File: src/rtl/core_pkg.sv
// Shared constants and types for the dual up/down counter block.
// Latency: n/a (declarations only).
// Backpressure: n/a.
package core_pkg;

    // Default counter width and reset values used by core.
    localparam int CORE_WIDTH   = 4;
    localparam int CORE_UP_INIT = 0;

    // Counter value at the default width.
    typedef logic [CORE_WIDTH-1:0] cnt_t;

    // Count direction selector for updown_counter.
    typedef enum logic {
        DIR_UP   = 1'b0,
        DIR_DOWN = 1'b1
    } dir_e;

endpackage

File: src/rtl/core_updown.sv
// Single registered wrap-around counter, direction fixed at elaboration.
// Latency: value changes on the same rising edge that sees step_en=1.
// Backpressure: none; free-running whenever step_en is high.
module updown_counter
    import core_pkg::*;
#(
    parameter int               WIDTH = CORE_WIDTH,
    parameter logic [WIDTH-1:0] INIT  = '0,
    parameter dir_e             DIR   = DIR_UP
) (
    input  logic             clk,
    input  logic             reset,
    input  logic             step_en,
    output logic [WIDTH-1:0] cnt
);

    // Reset wins over stepping; arithmetic wraps naturally at WIDTH bits.
    always_ff @(posedge clk) begin
        if (!reset) begin
            cnt <= INIT;
        end else if (step_en) begin
            if (DIR == DIR_UP) begin
                cnt <= cnt + WIDTH'(1);
            end else begin
                cnt <= cnt - WIDTH'(1);
            end
        end
    end

endmodule

File: src/rtl/core.sv
// Paired up/down counters sharing one clock-divider prescaler.
// Latency: first step on the DIV-th rising edge after reset release.
// Backpressure: none; counters run freely while reset is high.
module core
    import core_pkg::*;
#(
    parameter int               WIDTH     = CORE_WIDTH,
    parameter logic [WIDTH-1:0] UP_INIT   = WIDTH'(CORE_UP_INIT),
    parameter logic [WIDTH-1:0] DOWN_INIT = {WIDTH{1'b1}},
    parameter int               DIV       = 1
) (
    input  logic             clk,
    input  logic             reset,
    output logic [WIDTH-1:0] up_cnt,
    output logic [WIDTH-1:0] down_cnt
);

    localparam int PW = (DIV > 1) ? $clog2(DIV) : 1;

    logic step_en;

    generate
        if (DIV > 1) begin : g_presc
            logic [PW-1:0] presc;

            // Prescaler cycles 0..DIV-1; terminal value releases one step.
            always_ff @(posedge clk) begin
                if (!reset) begin
                    presc <= '0;
                end else if (presc == PW'(DIV - 1)) begin
                    presc <= '0;
                end else begin
                    presc <= presc + PW'(1);
                end
            end

            assign step_en = (presc == PW'(DIV - 1));
        end else begin : g_no_presc
            // Without division every released edge is a step.
            assign step_en = 1'b1;
        end
    endgenerate

    updown_counter #(
        .WIDTH (WIDTH),
        .INIT  (UP_INIT),
        .DIR   (DIR_UP)
    ) u_up (
        .clk     (clk),
        .reset   (reset),
        .step_en (step_en),
        .cnt     (up_cnt)
    );

    updown_counter #(
        .WIDTH (WIDTH),
        .INIT  (DOWN_INIT),
        .DIR   (DIR_DOWN)
    ) u_down (
        .clk     (clk),
        .reset   (reset),
        .step_en (step_en),
        .cnt     (down_cnt)
    );

endmodule

File: config.mk
export PLATFORM = sky130hd
export DESIGN_NAME = core
export DESIGN_NICKNAME = d
export VERILOG_FILES = /design/src/rtl/core_pkg.sv /design/src/rtl/core_updown.sv /design/src/rtl/core.sv
export SDC_FILE = /design/constraint.sdc
export NUM_CORES = 1
export LEC_CHECK = 0
export CORE_MARGIN = 3
export CORE_UTILIZATION = 25
export DETAILED_ROUTE_END_ITERATION = 12
export MAX_ROUTING_LAYER = met4
export SYNTH_ARGS = -nofsm -noshare
export SYNTH_HDL_FRONTEND = slang
export SYNTH_HIERARCHICAL = 1
export SYNTH_SLANG_ARGS = --single-unit
File: constraint.sdc
create_clock -name clk -period 2.7 [get_ports clk]
set_input_delay 0.54 -clock clk [delete_from_list [all_inputs] [get_ports clk]]
set_output_delay 0.54 -clock clk [all_outputs]
set_load 0.03 [all_outputs]
==> impl_metrics.toml <==
[yosys]
synth.distinct_cells = 22
yosysTopAreaCell = "dfxtp_1"
synth_edf_count = 0
avgSynthCellArea_um2 = 10.55
synthFlopType = "dfxtp_1"
async_reset_ff_share_pct = 0
netlist_instances = 35
synthDominantCellAreaShare_pct = 43.39
synth_seq_cells = 8
syn_area_um2 = 369.1
synth_area_leaders = "dfxtp_1, ha_1, nor4b_4"
synth.most_common_cell = "dfxtp_1"
synth_common_cells = "dfxtp_1, nand2_1"
yosys_warnings = 6
seq_area_frac_synth_pct = 43.39

[timing]
setup_viol = 0
min_period_ps = 1917
slew_violations = 0
post-route-period-util_pct = 70.99
hold_violations = 0
layout_setup_ws_ps = 783.3
setup_tns_ps = 0
finClkSkew_ps = 0.2227
grt_setup_unrepaired = "false"
timing.fmax_mhz = 521.7

[placement]
hpwl_um = 477.7
port_buffers = 9
gp_congestion = 0.6370
dp.cells = 69
pre_cts_ws_ps = 1001

[route]
drt_first_pass_iters = 2
viasPerCell = 3.736
vias = 269
drcViolationCount = 0
drt-initial-drc-count = 1
ant_nets = 0
wl_per_cell_um = 8.250
drt-total-wl_um = 594

[critical_path]
path_max_fanout = 4
path_class = "flip-flop to primary output"
cpMaxStageDelayCell = "clkdlybuf4s50_1"
worst-endpoint-required_ps = 2160
cp.arrival_ps = 1380
end_kind = "primary output"
critPathLaunchType = "flip-flop"
critPathBufInv = 1
crit_path_cell_trace = "clkdlybuf4s50_1"
slowest_delay_ps = 710
critPathTopFamily = "buffers and inverters"

[finish]
drive_gt1_share_pct = 8.772
syn_to_final_growth_pct = 45.76
n_antenna_cell = 0
stdcell_count = 72
utilization_pct = 39.85
nets = 63

[grt]
grt_pass1_wl_um = 1007
globalRouteTotalUtil_pct = 7.825
overflow = 0
grt_max_degree = 11
grt_pass1_vias = 261
antenna_found_initial = 0

[clock_network]
htree_levels = 1
cts_resized = 0
ctsHoldBuffers = 0
clk_pin_slew_ps = 50
cts_max_path_buffers = 2
root_buffer = "clkbuf_4"
cts_tree = "yes"
cts_num_sinks = 8
post_cts.repair.setup_buffers = 0
cts-buffers-inserted = 3
clk_latency_ps = 240

[floorplanning]
dieArea_um2 = 1974
die_h_um = 44.43
die_w_um = 44.43
top_level_ports = 10
rows = 13
coreArea_um2 = 1350
start_util_pct = 27.34

[power_and_ir_drop]
combPwrFrac_pct = 18.0
vdd_drop_max_v = 0.0001719
p_int_mw = 0.1982
report.power.total_mw = 0.2699
powerDensity_nw_per_um2 = 501.6
p_leak_nw = 0.2633
netSwitchingPower_mw = 0.07167
pwr-share-clk_pct = 32.8
switching_share_pct = 26.55
seqPwrFrac_pct = 49.3

[hold_path]
hp-class = "flip-flop to flip-flop"

[status]
status = "complete, no violations"

[job]
maxCapViolCount = 0
flip-flops by register name, summed over array words and instances, names as in the netlist:
signal and cells:
u_down/cnt 4, u_up/cnt 4
kinds of logic after synthesis:
family | synth area share, %
and+or+nand+nor | 24.75
DFF | 43.39
AOI/OAI and AO/OA | 8.813
muxes | 8.475
adders and majority gates | 6.779
xor gates and xnor gates | 4.747
buffers and inverters | 2.035
other | 1.016
through the flow:
| step | area, µm² | hold slack (ps) |
|---|---|---|
| 6_report | 538.0 | 481.9 |
| 5_1_grt | 538.0 | 524.9 |
| 4_1_cts | 538.0 | 492.4 |
| 3_5_place_dp | 515.5 | 484.7 |
| 3_3_place_gp | 515.5 | 468.8 |
| 2_1_floorplan | 406.6 | 589.1 |
layout by cell type (no fill, tap or decap), types with 2 or more instances in the layout:
cell	synthesis	layout
inv_1	2	2
ha_1	2	2
or2b_1	2	2
conb_1	1	11
nand2_1	3	3
mux2i_1	2	2
clkdlybuf4s50_1	0	9
dfxtp_1	8	8
clkbuf_4	0	3
routing by layer:
metal | vias to the layer above | track usage, % | share of wire, %
met5 | - | - | 0
met4 | 0 | 7.229 | 0
met3 | 0 | 2.439 | 5.7
met2 | 8 | 10.76 | 44
met1 | 107 | 8.845 | 51
li1 | 154 | - | -
power groups by stage:
| stage | Sequential, mW | Clock (mW) | Combinational [mW] |
|---|---|---|---|
| global placement | 0.136 | 0 | 0.0484 |
| finish | 0.133 | 0.0884 | 0.0484 |
| floorplan | 0.148 | 0 | 0.0175 |
| global route | 0.134 | 0.0986 | 0.0535 |
| detailed placement | 0.136 | 0 | 0.0488 |
| CTS | 0.133 | 0.0948 | 0.0490 |
worst paths after layout:
path	start	to	cells after the start	slack [ps]
max	u_down/cnt[0]	down_cnt[0]	1	780
min	u_up/cnt[3]	u_up/cnt[3]	2	480
max reg2reg	u_down/cnt[0]	u_down/cnt[1]	4	1570
min reg2reg	u_up/cnt[3]	u_up/cnt[3]	2	480
cell type report:
class	count	area (µm²)
Clock buffer	3	22.52
Fill cell	137	812.0
Inverter	2	7.507
Multi-Input combinational cell	35	239.0
Sequential cell	8	160.2
Tap cell	15	18.77
Timing Repair Buffer	9	90.09
Note: power is estimated with default switching activity, not from simulation.
